## config.mk

```make
export PLATFORM = sky130hd
export DESIGN_NAME = ipd_match_controller
export DESIGN_NICKNAME = d
export VERILOG_FILES = /design/src/rtl/ipd_pkg.sv /design/src/rtl/ipd_payoff_lut.sv /design/src/rtl/ipd_match_controller.sv
export SDC_FILE = /design/constraint.sdc
export NUM_CORES = 1
export LEC_CHECK = 0
export CORE_UTILIZATION = 62
export CTS_CLUSTER_SIZE = 40
export DETAILED_ROUTE_END_ITERATION = 12
export PLACE_DENSITY_LB_ADDON = 0.2
export SKIP_LAST_GASP = 1
export SYNTH_ARGS = -nofsm -noshare
export SYNTH_HDL_FRONTEND = slang
export SYNTH_HIERARCHICAL = 1
export SYNTH_SLANG_ARGS = --single-unit
```

## constraint.sdc

```tcl
create_clock -name clk -period 9.15 [get_ports clk]
set_input_delay 1.3725 -clock clk [delete_from_list [all_inputs] [get_ports clk]]
set_output_delay 1.3725 -clock clk [all_outputs]
set_load 0.02 [all_outputs]
```

## src/rtl/ipd_pkg.sv

```systemverilog
// Shared types and constants for the iterated prisoner's dilemma match controller.
package ipd_pkg;

  typedef enum logic [2:0] {
    ST_IDLE,
    ST_WAIT_DEC,
    ST_SCORE,
    ST_DELAY,
    ST_OVER
  } state_t;

  localparam logic [1:0] WINNER_NONE = 2'b00;
  localparam logic [1:0] WINNER_A    = 2'b01;
  localparam logic [1:0] WINNER_B    = 2'b10;
  localparam logic [1:0] WINNER_TIE  = 2'b11;

  localparam int DEF_PAY_T = 5;
  localparam int DEF_PAY_R = 3;
  localparam int DEF_PAY_P = 1;
  localparam int DEF_PAY_S = 0;

  function automatic logic [1:0] winner_code(input int unsigned score_a, input int unsigned score_b);
    if (score_a > score_b)      return WINNER_A;
    else if (score_b > score_a) return WINNER_B;
    else                        return WINNER_TIE;
  endfunction

endpackage

```

## src/rtl/ipd_payoff_lut.sv

```systemverilog
// Combinational payoff table: maps the two moves (0 = cooperate, 1 = defect) to each side's payoff.
module ipd_payoff_lut
  import ipd_pkg::*;
#(
  parameter int SCORE_W = 8,
  parameter int PAY_T   = DEF_PAY_T,
  parameter int PAY_R   = DEF_PAY_R,
  parameter int PAY_P   = DEF_PAY_P,
  parameter int PAY_S   = DEF_PAY_S
) (
  input  logic               decision_a,
  input  logic               decision_b,
  output logic [SCORE_W-1:0] pay_a,
  output logic [SCORE_W-1:0] pay_b
);

  localparam logic [SCORE_W-1:0] T_W = SCORE_W'(PAY_T);
  localparam logic [SCORE_W-1:0] R_W = SCORE_W'(PAY_R);
  localparam logic [SCORE_W-1:0] P_W = SCORE_W'(PAY_P);
  localparam logic [SCORE_W-1:0] S_W = SCORE_W'(PAY_S);

  always_comb begin
    // NOTE: every output gets a default before the case so no path can infer a latch.
    pay_a = P_W;
    pay_b = P_W;
    case ({decision_a, decision_b})
      2'b00:   begin pay_a = R_W; pay_b = R_W; end
      2'b01:   begin pay_a = S_W; pay_b = T_W; end
      2'b10:   begin pay_a = T_W; pay_b = S_W; end
      default: begin pay_a = P_W; pay_b = P_W; end
    endcase
  end

endmodule

```

## src/rtl/ipd_match_controller.sv

```systemverilog
// Match controller: sequences MAX_ROUNDS rounds, latches both strategies' moves,
// accumulates saturating scores, paces rounds with a pausable delay and reports the winner.
module ipd_match_controller
  import ipd_pkg::*;
#(
  parameter int MAX_ROUNDS   = 50,
  parameter int ROUND_W      = 7,
  parameter int SCORE_W      = 8,
  parameter int DELAY_CYCLES = 50_000_000,
  parameter int DELAY_W      = 27,
  parameter int PAY_T        = DEF_PAY_T,
  parameter int PAY_R        = DEF_PAY_R,
  parameter int PAY_P        = DEF_PAY_P,
  parameter int PAY_S        = DEF_PAY_S
) (
  input  logic               clk,
  input  logic               reset,
  input  logic               restart,
  input  logic               pause,
  input  logic               dec_valid_a,
  input  logic               decision_a,
  input  logic               dec_valid_b,
  input  logic               decision_b,
  output logic               round_start,
  output logic               last_a,
  output logic               last_b,
  output logic [SCORE_W-1:0] score_a,
  output logic [SCORE_W-1:0] score_b,
  output logic [ROUND_W-1:0] round_count,
  output logic               game_active,
  output logic               game_over,
  output logic [1:0]         winner
);

  localparam logic [ROUND_W-1:0] LAST_ROUND = ROUND_W'(MAX_ROUNDS - 1);
  localparam logic [DELAY_W-1:0] DELAY_LAST = DELAY_W'(DELAY_CYCLES - 1);
  localparam logic [SCORE_W-1:0] SCORE_MAX  = '1;

  state_t               state_q;
  logic                 flag_a_q, flag_b_q;
  logic                 move_a_q, move_b_q;
  logic [DELAY_W-1:0]   delay_q;
  logic [SCORE_W-1:0]   score_a_q, score_b_q;
  logic [ROUND_W-1:0]   round_q;
  logic                 last_a_q, last_b_q;
  logic                 round_start_q, game_active_q, game_over_q;
  logic [1:0]           winner_q;

  logic [SCORE_W-1:0]   pay_a, pay_b;
  logic [SCORE_W:0]     sum_a, sum_b;
  logic [SCORE_W-1:0]   score_a_d, score_b_d;
  logic                 got_a, got_b;

  ipd_payoff_lut #(
    .SCORE_W (SCORE_W),
    .PAY_T   (PAY_T),
    .PAY_R   (PAY_R),
    .PAY_P   (PAY_P),
    .PAY_S   (PAY_S)
  ) u_payoff (
    .decision_a (move_a_q),
    .decision_b (move_b_q),
    .pay_a      (pay_a),
    .pay_b      (pay_b)
  );

  // Carry out of the one-bit-wider add means the score would wrap: clamp instead.
  assign sum_a     = {1'b0, score_a_q} + {1'b0, pay_a};
  assign sum_b     = {1'b0, score_b_q} + {1'b0, pay_b};
  assign score_a_d = sum_a[SCORE_W] ? SCORE_MAX : sum_a[SCORE_W-1:0];
  assign score_b_d = sum_b[SCORE_W] ? SCORE_MAX : sum_b[SCORE_W-1:0];

  // A side counts as decided on the very cycle its valid arrives.
  assign got_a = flag_a_q | dec_valid_a;
  assign got_b = flag_b_q | dec_valid_b;

  // NOTE: sequential state uses non-blocking assignments so every register sees pre-edge values.
  always_ff @(posedge clk) begin
    if (reset || restart) begin
      state_q       <= ST_IDLE;
      flag_a_q      <= 1'b0;
      flag_b_q      <= 1'b0;
      move_a_q      <= 1'b0;
      move_b_q      <= 1'b0;
      delay_q       <= '0;
      score_a_q     <= '0;
      score_b_q     <= '0;
      round_q       <= '0;
      last_a_q      <= 1'b0;
      last_b_q      <= 1'b0;
      round_start_q <= 1'b0;
      game_active_q <= 1'b0;
      game_over_q   <= 1'b0;
      winner_q      <= WINNER_NONE;
    end else begin
      round_start_q <= 1'b0;
      case (state_q)
        ST_IDLE: begin
          game_active_q <= 1'b1;
          round_start_q <= 1'b1;
          state_q       <= ST_WAIT_DEC;
        end

        ST_WAIT_DEC: begin
          if (dec_valid_a && !flag_a_q) begin
            flag_a_q <= 1'b1;
            move_a_q <= decision_a;
          end
          if (dec_valid_b && !flag_b_q) begin
            flag_b_q <= 1'b1;
            move_b_q <= decision_b;
          end
          if (got_a && got_b) state_q <= ST_SCORE;
        end

        ST_SCORE: begin
          score_a_q <= score_a_d;
          score_b_q <= score_b_d;
          last_a_q  <= move_a_q;
          last_b_q  <= move_b_q;
          round_q   <= round_q + ROUND_W'(1);
          flag_a_q  <= 1'b0;
          flag_b_q  <= 1'b0;
          if (round_q == LAST_ROUND) begin
            state_q       <= ST_OVER;
            game_active_q <= 1'b0;
            game_over_q   <= 1'b1;
            winner_q      <= winner_code(32'(score_a_d), 32'(score_b_d));
          end else begin
            state_q <= ST_DELAY;
          end
        end

        ST_DELAY: begin
          if (!pause) begin
            if (delay_q == DELAY_LAST) begin
              delay_q       <= '0;
              state_q       <= ST_WAIT_DEC;
              round_start_q <= 1'b1;
            end else begin
              delay_q <= delay_q + DELAY_W'(1);
            end
          end
        end

        ST_OVER: ;

        default: state_q <= ST_IDLE;
      endcase
    end
  end

  assign round_start = round_start_q;
  assign last_a      = last_a_q;
  assign last_b      = last_b_q;
  assign score_a     = score_a_q;
  assign score_b     = score_b_q;
  assign round_count = round_q;
  assign game_active = game_active_q;
  assign game_over   = game_over_q;
  assign winner      = winner_q;

endmodule

```

== Word-level counts from Yosys, hierarchy flattened ==
Cells that the tools add are included.

* Output and inout bits: 30
* Input bits: 8
* Bits in registers: 64

* Multiplexer cells: 21
* Equal/unequal tests: 14
* Reductions and logical operators: 18
* Add/subtract/negate cells: 4
* Bitwise operators: 4
* $lt $le $gt $ge: 2

{| class="wikitable"
|+ Operator list
! operator !! count
|-
| $add 27x1->27 const B || 1
|-
| $eq 27x26->1 const B || 1
|-
| $mux 27 || 1
|-
| $add 8x8->9 || 2
|-
| $pmux 3 s3 || 2
|-
| $gt 8x8->1 || 2
|-
| $mux 8 || 2
|-
| $pmux 3 s5 || 1
|-
| $reduce_and 2->1 || 7
|-
| $mux 3 || 4
|-
| $ne 2x2->1 const B || 6
|-
| $pmux 1 s2 || 4
|-
| $add 7x1->7 const B || 1
|-
| $eq 7x6->1 const B || 1
|-
| $eq 3x2->1 const B || 2
|-
| $mux 1 || 6
|-
| $reduce_and 4->1 || 1
|-
| $reduce_bool 2->1 || 2
|-
| $eq 3x1->1 const B || 1
|-
| $eq 3x3->1 const B || 1
|-
| $logic_and 1x1->1 || 3
|-
| $logic_not 3->1 || 1
|-
| $eq 2x1->1 const B || 1
|-
| $eq 2x2->1 const B || 1
|-
| 6 further kinds || 9
|}

== Longest topological paths before layout ==
Gate-level depths: netlist of run 1.

* Depth in word-level cells: 7
* Depth in mapped cells: 13
* Gate-level depth less buffers: 13

== By module ==
The synthesis of run 1 kept the hierarchy.

{| class="wikitable"
|+ Modules (own cells, without submodules)
! module !! times used !! area an instance (um^2) !! cells each !! sequential area each (um^2)
|-
| ipd_match_controller || 1 || 3622.2 || 422 || 1281.2
|-
| ipd_payoff_lut || 1 || 115.1 || 17 || 0.0
|}

== Worst setup path before layout of run 1 ==
Ideal clock, no wire load.

* Kind: register to register
* From: reg move_b_q
* To: reg winner_q[0] (netlist: winner[0])
* Arrival time: 2.886 ns
* Clock period less this slack: 2.944 ns
* Path slack: 6.206 ns
* Cell stages (with the launch flop): 14
* Cell sequence: dfxtp_1 nand2b_1 ha_1 fa_1 a211oi_1 o21ai_0 o21ai_0 xor2_1 nand2_1 ha_1 a21oi_1 nand2_1 a211oi_1 o21ba_2

* Word-level cells in the longest chain between the ends: 7
* Elaborated cells between the ends (all ways): 13
* Those cells by class: 2 x add/sub; 2 x order compare; 2 x eq/ne; 6 x mux; 1 x reduce/logical

{| class="wikitable"
|+ Ends and longest elaborated chain
! what !! line !! source
|-
| start: declaration || ipd_match_controller.sv:41 || <nowiki>logic move_a_q, move_b_q;</nowiki>
|-
| start signal: assignment || ipd_match_controller.sv:111 || <nowiki>move_b_q <= decision_b;</nowiki>
|-
| $eq 2x2->1, or another cell as far along || ipd_payoff_lut.sv:26 || <nowiki>case ({decision_a, decision_b})</nowiki>
|-
| $pmux 3 s3 (*) || ipd_payoff_lut.sv:26 ||
|-
| via pay_b[0] || ipd_match_controller.sv:49 || <nowiki>logic [SCORE_W-1:0] pay_a, pay_b;</nowiki>
|-
| $add 8x8->9 (*) || ipd_match_controller.sv:69 || <nowiki>assign sum_b = {1'b0, score_b_q} + {1'b0, pay_b};</nowiki>
|-
| $mux 8 (*) || ipd_match_controller.sv:71 || <nowiki>assign score_b_d = sum_b[SCORE_W] ? SCORE_MAX : sum_b[SCORE_W-1:0];</nowiki>
|-
| via score_b_d[6] || ipd_match_controller.sv:51 || <nowiki>logic [SCORE_W-1:0] score_a_d, score_b_d;</nowiki>
|-
| $gt 8x8->1 || ipd_pkg.sv:24 || <nowiki>else if (score_b > score_a) return WINNER_B;</nowiki>
|-
| $mux 1 || ipd_pkg.sv:24 ||
|-
| $mux 2 (*) || ipd_pkg.sv:23 || <nowiki>if (score_a > score_b) return WINNER_A;</nowiki>
|-
| end signal: assignment || ipd_match_controller.sv:128 || <nowiki>winner_q <= winner_code(32'(score_a_d), 32'(score_b_d));</nowiki>
|-
| end: declaration || ipd_match_controller.sv:47 || <nowiki>logic [1:0] winner_q;</nowiki>
|}

Mark *: on every way through the listed nets, which the timed path passes. The rest lies on a longest branch.
A chain may end at the register's enable or synchronous reset.

== Worst setup path after layout of run 1 ==
* From: reg move_a_q
* To: reg winner_q[1] (netlist: winner[1])

* Word-level cells in the longest chain between the ends: 6
* Elaborated cells between the ends (all ways): 11
* Those cells by class: 2 x add/sub; 1 x order compare; 2 x eq/ne; 5 x mux; 1 x reduce/logical

{| class="wikitable"
|+ Ends and longest elaborated chain
! what !! line !! source
|-
| start: declaration || ipd_match_controller.sv:41 ||
|-
| start signal: assignment || ipd_match_controller.sv:107 || <nowiki>move_a_q <= decision_a;</nowiki>
|-
| $eq 2x2->1, or another cell as far along || ipd_payoff_lut.sv:26 ||
|-
| $pmux 3 s3 (*) || ipd_payoff_lut.sv:26 ||
|-
| via pay_b[0] || ipd_match_controller.sv:49 ||
|-
| $add 8x8->9 (*) || ipd_match_controller.sv:69 ||
|-
| $mux 8 (*) || ipd_match_controller.sv:71 ||
|-
| via score_b_d[6] || ipd_match_controller.sv:51 ||
|-
| $gt 8x8->1 (*) || ipd_pkg.sv:23 ||
|-
| $mux 2 (*) || ipd_pkg.sv:23 ||
|}

Marks and branches as above.

==> flow_metrics.env, run 1 <==
export IMPL_result_of_the_run="finished, final reports clean"
export IMPL_clock_root_buffer="sky130_fd_sc_hd__clkbuf_8"
export IMPL_dominant_register_cell_in_the_synthesized_netlist="sky130_fd_sc_hd__dfxtp_1"
export IMPL_detailroute_via_count=3237
export IMPL_die_width_um=79.6
export IMPL_antenna_cells=0
export IMPL_comb_power_share=0.073
export IMPL_cp_slowest_cell="sky130_fd_sc_hd__dfxtp_1"
export IMPL_reg2reg_from="move_a_q"
export IMPL_whs_path_depth=2
export IMPL_clock_tree_buffer_depth=2
export IMPL_hold_violations=0
export IMPL_grt_util_all_layers=0.281
export IMPL_critPathMaxFanout=7
export IMPL_yosys_warnings=6
export IMPL_finalMaxSlewViolations=0
export IMPL_cts_buffers=9
export IMPL_cts_htree_levels=3
export IMPL_postCtsResizedCells=0
export IMPL_postRouteAntennaNets=0
export IMPL_rr_worst_depth=13
export IMPL_detailedRoute_firstIterationViolations=163
export IMPL_finish_net_count=510
export IMPL_core_area_um2=5640
export IMPL_finalHoldWorstSlack_ps=479
export IMPL_worst_setup_hold_path_clk_slew_ps=80
export IMPL_grt_antenna_before_repair=0
export IMPL_hold_path_startpoint="game_active"
export IMPL_placement_rows=27
export IMPL_postCtsHoldBufs=0
export IMPL_synthesized_cell_area_um2=3740
export IMPL_avgViaCountPerCell=5.89
export IMPL_power_share_clock=0.458
export IMPL_buffer_ports_inserted=37
export IMPL_die_area_um2=6340
export IMPL_grt_pass1_vias=3127
export IMPL_grt_setup_unrepaired="false"
export IMPL_tightest_hold_check_type="reg -> reg"
export IMPL_setup_viol_count_final=0
export IMPL_fillerInstances=408
export IMPL_area_growth_syn_to_layout_pct=15.0
export IMPL_drcViolationCount=0
export IMPL_crit_path_end_kind="register"
export IMPL_power_static_leakage_uw=0.00158
export IMPL_ioPinCount=38
export IMPL_timing_worst_slew_pin_value_ps=1040
export IMPL_share_of_post_route_cells_with_drive_strength_above_1=0.0837
export IMPL_pin_count_of_the_biggest_net_entering_global_routing=38
export IMPL_timing_clock_skew_ps=12.1
export IMPL_reg2reg_slack_ps=5790
export IMPL_starting_density_of_the_core=0.662
export IMPL_path_cells="nand2b_1, ha_1, fa_1, a211oi_1, o21ai_0, o21ai_0, xor2_1, nand2_1, ha_1, a21oi_1, nand2_1, a211oi_1, a21oi_1"
export IMPL_max_stage_delay_ps=450
export IMPL_grt_first_pass_wirelength_mm=13.8
export IMPL_critical_path_data_arrival_time_ps=3560
export IMPL_timing_setup_tns_ps=0
export IMPL_ys_seq_elements=64
export IMPL_max_slew_margin_rel=0.307
export IMPL_max_cap_violations=0
export IMPL_synth_edff_count=0
export IMPL_tritoncts_clock_tree="built"
export IMPL_cp_data_required_time_ps=9350
export IMPL_total_switching_power_uw=144
export IMPL_synth_cell_types=56
export IMPL_cts_num_sinks=64
export IMPL_cp_num_buf_inv=0
export IMPL_powerDensity_nw_per_um2=140
export IMPL_final_common_cell="sky130_fd_sc_hd__dfxtp_1"
export IMPL_post_route_period_util=0.367
export IMPL_maximum_frequency_from_static_timing_analysis_mhz=298
export IMPL_power_share_switching=0.239
export IMPL_startpoint_type="register"
export IMPL_detail_route_first_pass_iterations=5
export IMPL_grt_ovfl_total=0
export IMPL_syn_instance_count=439
export IMPL_layout_min_cycle_time_ps=3360
export IMPL_worst_ir_drop_vdd_mv=0.116
export IMPL_r2r_end="winner[1]"
export IMPL_finalWeightedCongestion=0.837
export IMPL_cts_setup_buffers=0
export IMPL_wire_per_inst_um=15.2
export IMPL_finalWirelength_mm=8.36
export IMPL_dpl_hpwl_mm=5.71
export IMPL_die_y_um=79.6
export IMPL_sequential_cell_fraction_of_total_power=0.469
export IMPL_cp_top_family="compound AO/OA/AOI/OAI gates"
export IMPL_power_uw=602
export IMPL_sequential_cell_area_fraction_in_the_yosys_report=0.343
export IMPL_ys_async_rst_share=0
export IMPL_most_common_layout_cells="64 x sky130_fd_sc_hd__dfxtp_1, 57 x sky130_fd_sc_hd__nor2_1, 37 x sky130_fd_sc_hd__clkdlybuf4s50_1"
export IMPL_criticalPathCategory="reg -> reg"
export IMPL_worst_hold_endpoint="game_active"
export IMPL_cell_internal_pwr_uw=458
export IMPL_syn_mean_instance_area_um2=8.51
export IMPL_clk_latency_ps=340
[power by group through the flow]
stage          sequential, uW  clock, uW  combinational, uW
6_report                  282        276               44.0
5_1_grt                   282        288               49.1
4_1_cts                   282        276               43.4
3_5_place_dp              288          0               42.9
3_3_place_gp              288          0               41.1
2_1_floorplan             289          0               34.3
[worst max path at each step]
stage | start | endpoint | depth (start not counted)
after detailed placement | restart | delay_q[26] | 4
after floorplan | move_b_q | winner[0] | 13
after global placement | restart | delay_q[26] | 4
after CTS | move_a_q | winner[1] | 13
final | move_a_q | winner[1] | 13
after global routing | move_a_q | winner[1] | 13
[sequential cells by signal, indices dropped and copies added, names as in the netlist]
signal and cells:
round_start 1, delay_q 27, move_b_q 1, round_count 7, state_q 3, last_b 1, winner 2, game_over 1
flag_b_q 1, move_a_q 1, score_a 8, score_b 8, game_active 1, flag_a_q 1, last_a 1
[per-stage QoR]
step | utilization | area (um^2) | std cells | setup WS, ps
final | 0.762 | 4300 | 550 | 5790
after floorplan | - | 3770 | 448 | 6210
after detailed placement | 0.723 | 4080 | 534 | 5830
after global placement | 0.723 | 4080 | 534 | 5910
after CTS | 0.762 | 4300 | 550 | 5820
after global routing | 0.762 | 4300 | 550 | 5510
[Yosys cell counts (2+ instances only)]
cell type / count / area share
sky130_fd_sc_hd__or2_2: 2 / 0.0033
sky130_fd_sc_hd__buf_4: 12 / 0.024
sky130_fd_sc_hd__nor4_1: 7 / 0.012
sky130_fd_sc_hd__buf_2: 3 / 0.0040
sky130_fd_sc_hd__nand2_1: 27 / 0.027
sky130_fd_sc_hd__or3_1: 6 / 0.010
sky130_fd_sc_hd__nor3_2: 2 / 0.0054
sky130_fd_sc_hd__o21ai_0: 26 / 0.035
sky130_fd_sc_hd__o211ai_1: 3 / 0.0060
sky130_fd_sc_hd__a21o_1: 3 / 0.0060
sky130_fd_sc_hd__o21a_1: 4 / 0.0080
sky130_fd_sc_hd__nor3_1: 10 / 0.013
sky130_fd_sc_hd__a21oi_1: 33 / 0.044
sky130_fd_sc_hd__and4_1: 4 / 0.0094
sky130_fd_sc_hd__a31oi_1: 4 / 0.0067
sky130_fd_sc_hd__nor2_1: 57 / 0.057
sky130_fd_sc_hd__fa_1: 2 / 0.011
sky130_fd_sc_hd__and3_1: 6 / 0.010
sky130_fd_sc_hd__buf_6: 2 / 0.0060
sky130_fd_sc_hd__ha_1: 27 / 0.090
sky130_fd_sc_hd__clkbuf_1: 6 / 0.0060
sky130_fd_sc_hd__mux2i_1: 2 / 0.0054
sky130_fd_sc_hd__a211oi_1: 5 / 0.010
sky130_fd_sc_hd__nand3_1: 17 / 0.023
sky130_fd_sc_hd__xor2_1: 28 / 0.066
sky130_fd_sc_hd__nand4_1: 17 / 0.028
sky130_fd_sc_hd__xnor2_1: 9 / 0.021
sky130_fd_sc_hd__nor2_2: 10 / 0.017
sky130_fd_sc_hd__dfxtp_1: 64 / 0.34
sky130_fd_sc_hd__nand2b_1: 3 / 0.0050
sky130_fd_sc_hd__inv_1: 8 / 0.0080
sky130_fd_sc_hd__o2111ai_1: 2 / 0.0047
sky130_fd_sc_hd__nor4_4: 2 / 0.011
sky130_fd_sc_hd__nor2b_1: 4 / 0.0067
[layout make-up]
type	instances	area, um^2	share of cell area
Clock buffer	11	141	0.0329
Clock inverter	5	80.1	0.0186
Inverter	8	30.0	0.00698
Multi-Input combinational cell	351	2290	0.533
Sequential cell	64	1280	0.298
Tap cell	72	90.1	0.0210
Timing Repair Buffer	39	385	0.0896
[logic make-up after synthesis]
kind of cell | share of synthesized area
flops | 0.343
compound gates | 0.144
buf+inv | 0.0532
other cells | 0.00100
mux | 0.00536
xor+xnor | 0.0867
fa+ha+maj | 0.101
simple gates | 0.265
[worst reg2reg max path: cells and delay by family, from the launching register on]
family,cells,cell delay [ps]
xor+xnor,1,230
simple gates,3,270
fa+ha+maj,3,960
compound gates,6,1320
flops,1,450
[per-layer routing]
metal / global-route usage / part of all wire / vias to the layer above
met4: 0.0891 / 0.012 / 0
met5: 0 / 0 / -
li1: - / - / 1624
met1: 0.315 / 0.43 / 1505
met2: 0.511 / 0.51 / 98
met3: 0.0754 / 0.051 / 10
Power figures use the tool's default switching activity.
==> run 2, diff against run 1 <==
CORE_UTILIZATION = 52   (was 62)
clock period = 2.7 ns   (was 9.15 ns; I/O delays follow)
==> run 2 against run 1 <==
  * The run now ends with setup timing left
  * Worst setup slack got worse by 6000 ps
  * Clock power increased to 2.6 times the previous value
  * Power increased to 3.1 times the previous value
  * Utilization decreased by 7.9 points
  * Register-to-register slack got worse by 6000 ps
  * Global-route usage decreased by 4.4 points
  * Non-clock buffer count increased by 33
  * Sequential share of layout area decreased by 2.3 points
  * Final cell count increased by 10%
==> flow_metrics.env, run 2 (synthesis results as in run 1) <==
export IMPL_fillerInstances=592
export IMPL_grt_first_pass_wirelength_mm=14.0
export IMPL_placement_rows=30
export IMPL_gr_usage_met2=0.377
export IMPL_postRouteAntennaNets=0
export IMPL_dp_cells=584
export IMPL_ioPinCount=38
export IMPL_worst_ir_drop_vdd_mv=0.215
export IMPL_grt_ovfl_total=0
export IMPL_postCtsHoldBufs=0
export IMPL_power_share_switching=0.254
export IMPL_reg2reg_from="move_b_q"
export IMPL_finalWeightedCongestion=0.905
export IMPL_met3_usage=0.0410
export IMPL_total_switching_power_uw=476
export IMPL_ff_latch_area_um2=1290
export IMPL_pin_count_of_the_biggest_net_entering_global_routing=32
export IMPL_worst_setup_hold_path_clk_slew_ps=70
export IMPL_sequential_cell_fraction_of_total_power=0.510
export IMPL_hold_path_startpoint="last_b"
export IMPL_die_area_um2=7530
export IMPL_timing_clock_skew_ps=8.13
export IMPL_die_width_um=86.8
export IMPL_avgViaCountPerCell=5.48
export IMPL_critPathMaxFanout=6
export IMPL_antenna_cells=0
export IMPL_cp_launch_point="move_b_q"
export IMPL_clk_latency_ps=340
export IMPL_worst_hold_endpoint="last_b"
export IMPL_max_cap_violations=0
export IMPL_failing_checks="setup timing"
export IMPL_share_of_post_route_cells_with_drive_strength_above_1=0.190
export IMPL_max_slew_margin_rel=0.540
export IMPL_setup_slack_after_placement_ps=-228
export IMPL_core_area_um2=6870
export IMPL_grt_setup_unrepaired="true"
export IMPL_dpl_hpwl_mm=6.01
export IMPL_power_uw=1870
export IMPL_grt_pass1_vias=3090
export IMPL_grt_antenna_before_repair=0
export IMPL_cell_internal_pwr_uw=1390
export IMPL_powerDensity_nw_per_um2=399
export IMPL_timing_worst_slew_pin_value_ps=688
export IMPL_final_worst_setup_slack_ps=-166
export IMPL_tightest_hold_check_type="reg -> reg"
export IMPL_multi_input_area_um2=2450
export IMPL_reg2reg_slack_ps=-170
export IMPL_tritoncts_clock_tree="built"
export IMPL_largest_register_ff_count=27
export IMPL_r2r_end="winner[0]"
export IMPL_wire_per_inst_um=14.1
export IMPL_post_dp_cell_area_um2=4330
export IMPL_instances_no_fill=607
export IMPL_clock_root_buffer="sky130_fd_sc_hd__clkbuf_8"
export IMPL_setup_viol_count_final=2
export IMPL_power_static_leakage_uw=0.00176
export IMPL_largest_register="delay_q"
export IMPL_finalMaxSlewViolations=0
export IMPL_rr_worst_depth=13
export IMPL_layout_min_cycle_time_ps=2870
export IMPL_hold_violations=0
export IMPL_detailroute_via_count=3324
export IMPL_startpoint_type="register"
export IMPL_result_of_the_run="finished, violations left"
export IMPL_die_y_um=86.8
export IMPL_cts_buffers=9
export IMPL_cts_num_sinks=64
export IMPL_post_route_period_util=1.06
export IMPL_drcViolationCount=0
export IMPL_detailedRoute_firstIterationViolations=142
export IMPL_final_common_cell="sky130_fd_sc_hd__dfxtp_1"
export IMPL_finish_net_count=543
export IMPL_post_route_standard_cell_area_excluding_fillers_um2=4690
export IMPL_clock_tree_buffer_depth=2
export IMPL_critical_path_data_arrival_time_ps=3100
export IMPL_area_growth_syn_to_layout_pct=25.5
export IMPL_cts_htree_levels=3
export IMPL_finalWirelength_mm=8.53
export IMPL_cp_data_required_time_ps=2930
export IMPL_buffer_ports_inserted=37
export IMPL_most_common_layout_cells="62 x sky130_fd_sc_hd__dfxtp_1, 53 x sky130_fd_sc_hd__nor2_1, 37 x sky130_fd_sc_hd__clkdlybuf4s50_1"
export IMPL_grt_busiest_layer="met2"
export IMPL_grt_util_all_layers=0.237
export IMPL_comb_power_share=0.104
export IMPL_crit_path_end_kind="register"
export IMPL_criticalPathCategory="reg -> reg"
export IMPL_whs_path_depth=2
export IMPL_starting_density_of_the_core=0.544
export IMPL_detail_route_first_pass_iterations=4
export IMPL_power_share_clock=0.385
export IMPL_globalRouteMet1Util=0.321
export IMPL_timing_setup_tns_ps=-324
export IMPL_maximum_frequency_from_static_timing_analysis_mhz=349
run 2: metal layers:
metal / routed length [um] / vias up
li1: - / 1692
met1: 4190 / 1551
met2: 3850 / 70
met3: 391 / 11
met4: 102 / 0
met5: 0 / -
run 2: worst max-delay path by stage:
stage          cells past startpoint  slack [ps]        end
2_1_floorplan                     13           1  winner[0]
3_3_place_gp                      11        -160  winner[0]
3_5_place_dp                      13        -230  winner[1]
4_1_cts                           13        -150  winner[0]
5_1_grt                           13        -250  winner[1]
6_report                          13        -170  winner[0]
run 2: timing repair:
action                                  CTS  global route
resized for setup                        14            14
endpoints found under the setup margin    2             2
buffers inserted                          4             3
pin swaps                                11            15
gates cloned                              0             0
run 2: power groups by stage:
stage          sequential, uW  combinational [uW]  clock, uW
2_1_floorplan             978                 120          0
3_3_place_gp              977                 167          0
3_5_place_dp              977                 169          0
4_1_cts                   954                 178        737
5_1_grt                   954                 214        785
6_report                  954                 195        721
run 2: stage by stage:
step,utilization,hold WS (ps)
floorplan,-,453
global placement,0.630,456
detailed placement,0.630,464
CTS,0.668,476
global route,0.683,488
finish,0.683,470
run 2: critical path, cell delays in order, from the launching register on:
cell,delay [ps]
sky130_fd_sc_hd__dfxtp_4,370
sky130_fd_sc_hd__nand2b_4,150
sky130_fd_sc_hd__ha_4,160
sky130_fd_sc_hd__fa_2,380
sky130_fd_sc_hd__a211oi_4,240
sky130_fd_sc_hd__buf_4,160
sky130_fd_sc_hd__o21ai_4,60
sky130_fd_sc_hd__nor3_1,260
sky130_fd_sc_hd__o21ai_0,150
sky130_fd_sc_hd__ha_1,320
sky130_fd_sc_hd__nand4_1,130
sky130_fd_sc_hd__a21oi_2,140
sky130_fd_sc_hd__a211oi_2,60
sky130_fd_sc_hd__o21ba_2,190
run 2: cell type report:
type	count	area share
clock inverter	3	0.00374
sequential	64	0.275
inverter	8	0.00640
timing repair buffer	72	0.135
tap	96	0.0256
clock buffer	13	0.0318
multi-input combinational	351	0.523
==> run 3, diff against run 2 <==
CTS_CLUSTER_DIAMETER = 200   (was default)
SLEW_MARGIN = 10   (was default)
==> results of run 3 <==
Same layout as run 2: the final DEF is identical, and so are final timing and power.
